**src/rtl/up_counter_ctrl_if.sv**
```systemverilog
// rtl/up_counter_ctrl_if.sv - command/status bundle between the run controller and its surroundings.
// master: command source + counter datapath side; slave: up_counter_ctrl.
interface up_counter_ctrl_if #(
  parameter int W = 4
);
  logic         start;
  logic         stop;
  logic         pause;
  logic         resume;
  logic         one_shot;
  logic [W-1:0] term_val;
  logic [W-1:0] cnt_val;
  logic         cnt_en;
  logic         cnt_clr;
  logic         wrap;
  logic         done;
  logic         busy;
  logic [7:0]   wrap_cnt;

  modport master (
    output start, stop, pause, resume, one_shot, term_val, cnt_val,
    input  cnt_en, cnt_clr, wrap, done, busy, wrap_cnt
  );

  modport slave (
    input  start, stop, pause, resume, one_shot, term_val, cnt_val,
    output cnt_en, cnt_clr, wrap, done, busy, wrap_cnt
  );
endinterface

```
**src/rtl/up_counter_ctrl.sv**
```systemverilog
// rtl/up_counter_ctrl.sv - run controller (clear/count/pause/wrap) for an external W-bit up-counter.
// Optional tick prescaler enabled by defining CNT_CTRL_PRESCALE_EN.
module up_counter_ctrl #(
  parameter int W        = 4,
  parameter int PRESCALE = 4
) (
  input logic               clk,
  input logic               reset,
  up_counter_ctrl_if.slave  bus
);
  localparam logic [1:0] S_IDLE  = 2'd0;
  localparam logic [1:0] S_RUN   = 2'd1;
  localparam logic [1:0] S_PAUSE = 2'd2;
  localparam logic [1:0] S_DONE  = 2'd3;

  logic [1:0]   r_state;
  logic [W-1:0] r_term;
  logic         r_one_shot;
  logic [7:0]   r_wrap_cnt;
  logic         w_run;
  logic         w_tick;
  logic         w_hit;

  assign w_run = (r_state == S_RUN);

`ifdef CNT_CTRL_PRESCALE_EN
  localparam int PW = $clog2(PRESCALE);
  logic [PW-1:0] r_pre;

  assign w_tick = w_run && (r_pre == PW'(PRESCALE - 1));

  // Holds through PAUSE so a resumed run keeps its partial tick period.
  always_ff @(posedge clk) begin
    if (!reset) begin
      r_pre <= '0;
    end else if (w_run) begin
      r_pre <= w_tick ? '0 : r_pre + PW'(1);
    end else if (r_state != S_PAUSE) begin
      r_pre <= '0;
    end
  end
`else
  assign w_tick = w_run;
`endif

  assign w_hit = w_tick && (bus.cnt_val == r_term);

  assign bus.cnt_en   = w_tick && !w_hit;
  assign bus.cnt_clr  = (r_state == S_IDLE) || w_hit;
  assign bus.wrap     = w_hit;
  assign bus.done     = (r_state == S_DONE);
  assign bus.busy     = w_run || (r_state == S_PAUSE);
  assign bus.wrap_cnt = r_wrap_cnt;

  always_ff @(posedge clk) begin
    if (!reset) begin
      r_state    <= S_IDLE;
      r_term     <= '0;
      r_one_shot <= 1'b0;
      r_wrap_cnt <= 8'd0;
    end else begin
      case (r_state)
        S_IDLE, S_DONE: begin
          if (bus.stop) begin
            r_state    <= S_IDLE;
            r_wrap_cnt <= 8'd0;
          end else if (bus.start) begin
            r_state    <= S_RUN;
            r_term     <= bus.term_val;
            r_one_shot <= bus.one_shot;
            r_wrap_cnt <= 8'd0;
          end
        end
        S_RUN: begin
          if (w_hit && r_wrap_cnt != 8'hFF) begin
            r_wrap_cnt <= r_wrap_cnt + 8'd1;
          end
          // A periodic wrap coinciding with pause still clears the counter.
          if (bus.stop) begin
            r_state    <= S_IDLE;
            r_wrap_cnt <= 8'd0;
          end else if (w_hit && r_one_shot) begin
            r_state <= S_DONE;
          end else if (bus.pause) begin
            r_state <= S_PAUSE;
          end
        end
        S_PAUSE: begin
          if (bus.stop) begin
            r_state    <= S_IDLE;
            r_wrap_cnt <= 8'd0;
          end else if (bus.resume) begin
            r_state <= S_RUN;
          end
        end
        default: r_state <= S_IDLE;
      endcase
    end
  end
endmodule

```
**src/flat_wrapper.sv**
```systemverilog
// flat-port wrapper written by rule: the top's interface ports become plain ports
module up_counter_ctrl_flat 
#(
  parameter int W        = 4,
  parameter int PRESCALE = 4
)
  (clk, reset, bus_start, bus_stop, bus_pause, bus_resume, bus_one_shot, bus_term_val, bus_cnt_val, bus_cnt_en, bus_cnt_clr, bus_wrap, bus_done, bus_busy, bus_wrap_cnt);
  up_counter_ctrl_if #(.W(W)) bus_i ();
  input logic clk;
  input logic reset;
  input wire logic [$bits(bus_i.start)-1:0] bus_start;
  input wire logic [$bits(bus_i.stop)-1:0] bus_stop;
  input wire logic [$bits(bus_i.pause)-1:0] bus_pause;
  input wire logic [$bits(bus_i.resume)-1:0] bus_resume;
  input wire logic [$bits(bus_i.one_shot)-1:0] bus_one_shot;
  input wire logic [$bits(bus_i.term_val)-1:0] bus_term_val;
  input wire logic [$bits(bus_i.cnt_val)-1:0] bus_cnt_val;
  output wire logic [$bits(bus_i.cnt_en)-1:0] bus_cnt_en;
  output wire logic [$bits(bus_i.cnt_clr)-1:0] bus_cnt_clr;
  output wire logic [$bits(bus_i.wrap)-1:0] bus_wrap;
  output wire logic [$bits(bus_i.done)-1:0] bus_done;
  output wire logic [$bits(bus_i.busy)-1:0] bus_busy;
  output wire logic [$bits(bus_i.wrap_cnt)-1:0] bus_wrap_cnt;
  assign bus_i.start = bus_start;
  assign bus_i.stop = bus_stop;
  assign bus_i.pause = bus_pause;
  assign bus_i.resume = bus_resume;
  assign bus_i.one_shot = bus_one_shot;
  assign bus_i.term_val = bus_term_val;
  assign bus_i.cnt_val = bus_cnt_val;
  assign bus_cnt_en = bus_i.cnt_en;
  assign bus_cnt_clr = bus_i.cnt_clr;
  assign bus_wrap = bus_i.wrap;
  assign bus_done = bus_i.done;
  assign bus_busy = bus_i.busy;
  assign bus_wrap_cnt = bus_i.wrap_cnt;
  up_counter_ctrl #(.W(W), .PRESCALE(PRESCALE)) u_core (.clk(clk), .reset(reset), .bus(bus_i));
endmodule
```
**config.mk**
```make
export PLATFORM = sky130hd
export DESIGN_NAME = up_counter_ctrl_flat
export DESIGN_NICKNAME = d
export VERILOG_FILES = /design/src/rtl/up_counter_ctrl_if.sv /design/src/rtl/up_counter_ctrl.sv /design/src/flat_wrapper.sv
export SDC_FILE = /design/constraint.sdc
export NUM_CORES = 1
export LEC_CHECK = 0
export ABC_AREA = 1
export CORE_ASPECT_RATIO = 1.75
export CORE_UTILIZATION = 40
export CTS_CLUSTER_DIAMETER = 120
export DETAILED_ROUTE_END_ITERATION = 8
export PLACE_DENSITY = 0.68
export SLEW_MARGIN = 20
export SYNTH_ARGS = -nofsm -noshare
export SYNTH_HDL_FRONTEND = slang
export SYNTH_SLANG_ARGS = --single-unit
```
**constraint.sdc**
```tcl
create_clock -name clk -period 2.6 [get_ports clk]
set_input_delay 0.52 -clock clk [delete_from_list [all_inputs] [get_ports clk]]
set_output_delay 0.52 -clock clk [all_outputs]
set_load 0.05 [all_outputs]
```
==> results of run 1 <==
-- layout make-up --
class                      instances  area [µm²]
timing repair buffer              29         315
clock inverter                     1        7.51
fill                             222         966
inverter                          22        82.6
clock buffer                       3        41.3
tap                               25        31.3
sequential                        15         300
multi-input combinational        105         587
-- metal layers --
metal  GRT usage, %  vias up  share of wire [%]
met5              0        -                  0
met4           7.76        0                1.4
met3           2.92        4                4.5
met2           42.4       24                 55
met1           19.8      462                 39
li1               -      524                  -
-- report_power, final --
group	leakage [nW]	total (mW)	internal, mW	switching, mW
clock network	0.0217	0.200	0.108	0.0918
registers	0.122	0.257	0.245	0.0120
logic	0.422	0.245	0.0992	0.146
total	0.566	0.702	0.452	0.250
-- metrics by stage --
stage | cells | total power, mW
global route | 200 | 0.741
finish | 200 | 0.702
CTS | 200 | 0.711
global placement | 196 | 0.504
detailed placement | 196 | 0.509
floorplan | 145 | 0.424
-- how the worst max path moves through the flow --
stage	start	endpoint	depth (start not counted)
after floorplan	bus_cnt_val[1]	bus_cnt_clr	7
after global placement	bus_cnt_val[0]	bus_cnt_clr	8
after detailed placement	bus_cnt_val[0]	bus_cnt_clr	8
after CTS	u_core.r_state[0]	bus_busy	3
after global routing	bus_cnt_val[0]	bus_cnt_clr	9
final	u_core.r_state[0]	bus_busy	3
-- flip-flops by register name (all words and copies together) (netlist names) --
| name | flops |
|---|---|
| u_core.r_one_shot | 1 |
| u_core.bus.wrap_cnt | 8 |
| u_core.r_state | 2 |
| u_core.r_term | 4 |
-- kinds of logic (layout without fill, tap and decap cells) --
family / after synthesis / after routing / share of synthesized area (%)
flip-flops: 15 / 15 / 30.0
AND/OR/NAND/NOR: 70 / 70 / 34.9
XOR/XNOR: 1 / 1 / 0.876
AO/OA/AOI/OAI: 29 / 29 / 16.6
buffers and inverters: 25 / 55 / 11.3
adder cells (fa/ha/maj): 5 / 5 / 6.26
-- cell usage in the layout (no fill, tap or decap), drive strengths merged --
master         count
nand2             36
clkdlybuf4s50     24
inv               22
a21oi             16
dfxtp             15
nor2              14
nand3             12
o21ai              8
ha                 5
buf                5
clkbuf             3
nand4              2
nand3b             2
nor3               2
or2                1
a22oi              1
xnor2              1
nor3b              1
o21a               1
a21o               1
o21bai             1
o31ai              1
clkinvlp           1
-- critical path, stage by stage, from the launching register on --
cell and delay, ns:
dfxtp_1 0.37, inv_1 0.09, ha_1 0.32, clkdlybuf4s50_1 0.81
==> out/summary.md, run 1 <==
The primary flip-flop cell chosen by synthesis mapping is dfxtp_1. The post-synthesis register bit count is 15, and the detailed-placement wirelength estimate is 1.92 mm. The count of port buffers added during placement is 27. The top cell type by area accounts for 30.0% of the synthesized area. In the synthesized netlist, the cells that appear most often are 32 x nand2_1, 20 x inv_1, 15 x a21oi_1, 15 x dfxtp_1, 10 x nor2_1. In the final design database the tool counted 196 nets. The average size of a mapped cell works out to 6.89 µm². In this run the power density over the cells is 514 nW/µm².

Post-synthesis sequential area ratio: 30.0%. The tools report the worst hold endpoint as u_core.r_term[3]. Across every metal layer, demand over resource in global routing totals 21.3%. The pre-antenna-repair detailed-routing pass consisted of 4 iterations.

The share of synthesized flip-flops with an asynchronous set or reset was 0%. The detailed-route vias per instance works out to 5.07. The path class of the lowest-slack min-delay path is flop to flop. The clock passes through at most 2 buffers. After clock tree synthesis, the clock-pin slew on the worst setup and hold paths is 0.07 ns.

28 I/O pins were placed. TritonCTS built the clock tree. The first global-routing pass estimated 3.97 mm of wire. The tree built by TritonCTS fans out to 15 sinks. The layout-stage area growth over the synthesis result is 36.5%. For this configuration, the core starts out at a cell density of 42.9%. For this design the static power due to leakage is 0.566 nW.

On the final layout, the worst clock skew is 0.00333 ns. Summing over every cut layer, the via total after detailed routing is 1014. OpenSTA, run right after detailed placement, puts the worst setup slack at 0.245 ns. The core box area was 2330 µm². Timing would allow up to 423 MHz. From bottom edge to top edge, the die measures 68.1 µm.

Dividing the final minimum period by the clock period gives 91.0%. The tools report the final instance area as 1370 µm². Entering global routing, the biggest net connects 13 pins. TritonCTS created 3 clock buffers. The logs give 0.90 ns for the worst setup slack for register-to-register paths and 0 for the synthesis warning total.

Final hold slack: 0.475 ns. The worst setup path is of the flop to primary output kind. Setup repair after global routing left no endpoint under its margin.

Detailed-route wire length per cell: 12.0 µm. Synthesis instantiated 27 different standard cells from the library. Setup violations remaining at the end of the flow were counted as 0.

The critical path arrival was 1.85 ns; the antenna diode instance count was 0. The run gives 0.235 ns as the final worst slack. At the pin with the least slew margin, the transition time is 0.508 ns.

Across the VDD grid, the largest voltage drop is 0.000357 V. The logs give 145 for the gate count after technology mapping and 23 for the number of placement rows. The dominant cell type by area after synthesis was dfxtp_1. Global routing finished with a remaining overflow of 0.

The flow ran to the end, and the final reports show no timing, DRC or antenna violations. The iteration-0 DRC count of the detailed router was 10; the initial antenna violation count was 0. The floorplan die width works out to 39.8 µm. The count of flip-flops with a built-in enable after synthesis works out to 0. The die covers 2710 µm². The max-slew violation count came out at 0. The depth of the worst register-to-register path is 9, and the H-tree depth reported by CTS is 1. Counting instances, the worst hold path has a depth of 2.

The final critical-path required period came out at 2.37 ns. Post-CTS repair changed the size of 0 cells. The tools report the number of global-route vias before repair as 1012. After synthesis, the cell types taking the most area are dfxtp_1 30%, nand2_1 12%, a21oi_1 7.5%. For this run, design rule violations remaining after detail routing come to 0. The final number of hold-violating endpoints is 0. The worst register-to-register path ends at u_core.bus.wrap_cnt[0]. The total setup buffers inserted after CTS was 0; the netlist area before placement was 1000 µm². Cells fill 58.6% of the core in the end. The area after detailed placement is 1320 µm². By instance count, the leading cell after synthesis is nand2_1. For the required time of the critical path, the log shows 2.08 ns. The element type at the critical path start is a flop.

In this run the critical register-to-register path is launched from u_core.bus.wrap_cnt[0]. The tools report the hold path startpoint as u_core.r_term[3]. After routing, the total negative slack on setup checks comes to 0 ns.

The root cell of the clock tree was clkbuf_8. The number of nets with antenna violations after detailed routing is 0. The clock reaches the later pin of the worst-skew pair after 0.25 ns. The tools report the sort of element at the end of the critical path as a primary output.

The number of buffers added to fix hold violations after cts is 0. The share of final-layout standard cells stronger than drive strength 1 works out to 14.3%. For the placer congestion estimate, the log shows 0.797. The final layout contains routed wiring with a total length of 2.40 mm.

The synthesized net count is 165. Max-cap violations in this run came to 0. The worst-path maximum fanout works out to 3. The normalized max-slew margin was 66.1%.
(Power assumes the default switching activity.)
==> run 2: changes to the inputs <==
--- a/config.mk
+++ b/config.mk
@@ -6,7 +6,8 @@
 export NUM_CORES = 1
 export LEC_CHECK = 0
 export ABC_AREA = 1
-export CORE_ASPECT_RATIO = 1.75
+export CAP_MARGIN = 0
+export CORE_ASPECT_RATIO = 0.75
 export CORE_UTILIZATION = 40
 export CTS_CLUSTER_DIAMETER = 120
 export DETAILED_ROUTE_END_ITERATION = 8
==> out/summary.md, run 2 (synthesized netlist as in run 1, its figures left out) <==
The sort of element at the end of the critical path is a primary output (unchanged). The switching share of power came out at 37.6% (was 35.6%). The core box area is 2330 µm² (about the same), and the leakage component of the power is 0.560 nW (was 0.566 nW). The flow ran to the end, and the final reports show no timing, DRC or antenna violations. The count of boundary I/O pins is 28 (unchanged), and the floorplan die width is 59.7 µm (was 39.8 µm). For the maximum clock path buffer count, the log shows 2 (unchanged). The tools report the normalized max-slew margin as 66.1% (about the same). The run gives 39.7% (was 36.6%) as the sequential cell fraction of total power. The run gives 43.0% (was 42.9%) as the starting density of the core. The run gives 0 (unchanged) as the max-slew violation count.

The number of flip-flops under the largest register name is 8 (unchanged). The fmax is 413 MHz (was 423 MHz). The pin count of the biggest net entering global routing was 13 (unchanged); the antenna diode instance count was 0 (unchanged). Initial antenna violation count: 0 (unchanged).

The number of buffers created by CTS came out at 3 (unchanged). The critical path's slowest cell was clkdlybuf4s50_1 (unchanged). The clock share of power came out at 22.1% (was 28.4%).

The commonest non-fill, non-tap cell in the layout is nand2_1 (unchanged). Setup repair after global routing left no endpoint under its margin. The transition time at the pin with the least slew margin works out to 0.507 ns (was 0.508 ns). The tools report the root cell of the clock tree as clkbuf_4 (was clkbuf_8). The tools report the overall die area as 2710 µm² (about the same). The count of port buffers added during placement works out to 27 (unchanged). The cell family with the largest share of critical-path delay is buffers and inverters (unchanged).

The share of final-layout standard cells stronger than drive strength 1 is 13.7% (was 14.3%). Placer congestion estimate: 0.752 (was 0.797). The final setup skew is 0.00152 ns (was 0.00333 ns), and the post-CTS clock slew at the launch and capture registers of the worst setup and hold paths is 0.10 ns (was 0.07 ns). The switching power came out at 0.244 mW (was 0.250 mW).

Element type at the critical path start: a flop (unchanged). The number of maximum-capacitance constraint violations was 0 (unchanged); the number of placement rows was 15 (was 23). For the net count of the finished layout, the log shows 196 (unchanged). Commonest non-fill, non-tap cells in the layout: 32 x nand2_1, 24 x clkdlybuf4s50_1, 20 x inv_1 (unchanged). Type of the worst setup path: flop to primary output (unchanged). Portion of the clock cycle consumed by the worst path in the final layout: 93.0% (was 91.0%). The detailed-route wire length per cell was 11.2 µm (was 12.0 µm); the number of nets with antenna violations after detailed routing was 0 (unchanged).

For the final-layout setup total negative slack, the log shows 0 ns (unchanged). The die height was 45.3 µm (was 68.1 µm). The combinational fraction of design power is 38.2% (was 34.9%). The total of fill cells in the finished design is 256 (was 222), and the H-tree depth reported by CTS is 1 (unchanged).

The final instance area was 1350 µm² (was 1370 µm²); the largest stage delay on the critical path was 0.81 ns (about the same). The required time of the critical path was 2.08 ns (about the same); the total buffers and inverters traversed by the critical path was 2 (unchanged). The clock sink count came out at 15 (unchanged). The layout-stage area growth over the synthesis result was 35.4% (was 36.5%). For the peak ir drop on the vdd network, the log shows 0.000292 V (was 0.000357 V). The clock latency at the later pin of the worst-skew pair is 0.29 ns (was 0.25 ns).

The iteration-0 DRC count of the detailed router came out at 48 (was 10). The logs give 0 (unchanged) for the number of instances resized during post-cts repair and 2.34 mm (was 2.40 mm) for the final wirelength. The run gives 0 (unchanged) as the total of endpoints with negative setup slack in the final report. TritonCTS built the clock tree. For the DRC violation count after routing, the log shows 0 (unchanged). The total setup buffers inserted after CTS was 0 (unchanged). Critical path, cell by cell: inv_1, ha_1, clkdlybuf4s50_1 (unchanged). The worst-path maximum fanout is 3 (unchanged). The total track usage is 18.4% (was 21.3%), and the final critical-path required period is 2.42 ns (was 2.37 ns).

The final core utilization is 58.2% (was 58.6%), and the number of global-route vias before repair is 891 (was 1012). The tools report the routed via count as 1026 (was 1014). The area after detailed placement came out at 1330 µm² (was 1320 µm²). The global-route wire length before repair was 3.68 mm (was 3.97 mm); the internal power component was 0.404 mW (was 0.452 mW). The final number of hold-violating endpoints came out at 0 (unchanged). The remaining global-route overflow was 0 (unchanged); the number of buffers added to fix hold violations after cts was 0 (unchanged). The path class of the lowest-slack min-delay path was flop to flop (unchanged). The run gives 1.90 ns (was 1.85 ns) as the critical path arrival. The detailed-route vias per instance came out at 4.91 (was 5.07).

The first-pass detailed-route iteration total is 4 (unchanged), and the power density normalized to cell area is 478 nW/µm² (was 514 nW/µm²). The detailed-placement wirelength estimate is 1.76 mm (was 1.92 mm).
## run 2: cell types whose count changed in the layout (fill, tap and decap cells not counted)
cell / change
clkbuf_4: +3
clkinvlp_4: -1
clkbuf_8: -3
clkbuf_1: +1
## run 2: per-layer routing
metal	part of all wire [%]	up-vias	routed length, µm	GRT usage, %
met1	48	458	1120	23.9
met3	6.4	5	149	5.44
met5	0	-	0	0
met4	0.98	0	23	6.98
met2	45	34	1050	28.7
li1	-	529	-	-
## run 2: power by group through the flow
stage | clock, mW | sequential (mW) | combinational, mW
2_1_floorplan | 0 | 0.274 | 0.150
3_3_place_gp | 0 | 0.262 | 0.241
3_5_place_dp | 0 | 0.262 | 0.246
4_1_cts | 0.148 | 0.257 | 0.247
5_1_grt | 0.156 | 0.258 | 0.268
6_report | 0.143 | 0.257 | 0.247
## run 2: through the flow
step	hold slack, ns	cells	total power [mW]	setup WS [ns]
after global placement	0.455	205	0.503	0.296
after CTS	0.480	209	0.651	0.172
final	0.478	209	0.647	0.181
after detailed placement	0.465	205	0.508	0.276
after global routing	0.499	209	0.682	0.111
after floorplan	0.443	145	0.424	0.147
## run 2: path summary, 6_finish.rpt
kind	from	end	slack, ns	cells past startpoint
worst min register to register	u_core.r_term[3]	u_core.r_term[3]	0.48	2
worst max-delay path	u_core.r_state[0]	bus_busy	0.18	3
worst min-delay path	u_core.r_term[3]	u_core.r_term[3]	0.48	2
worst max register to register	u_core.bus.wrap_cnt[0]	u_core.bus.wrap_cnt[0]	0.90	9
## run 2: cell type report
class                      instances  area, µm²  share of cell area, %
sequential                        15        300                   22.2
tap                               34       42.5                   3.14
clock buffer                       4       26.3                   1.94
multi-input combinational        105        587                   43.3
inverter                          22       82.6                   6.10
timing repair buffer              29        315                   23.3
## run 2: worst min-delay path, cell delays in order, from the launching register on
cell	delay [ns]
dfxtp_1	0.32
inv_1	0.06
a21oi_1	0.05
==> run 3: changes to the inputs <==
--- a/config.mk
+++ b/config.mk
@@ -12,7 +12,6 @@
 export CTS_CLUSTER_DIAMETER = 120
 export DETAILED_ROUTE_END_ITERATION = 8
 export PLACE_DENSITY = 0.68
-export SLEW_MARGIN = 20
 export SYNTH_ARGS = -nofsm -noshare
 export SYNTH_HDL_FRONTEND = slang
 export SYNTH_SLANG_ARGS = --single-unit
==> results of run 3 <==
The final DEF is identical to that of run 2; final timing and power are the same.
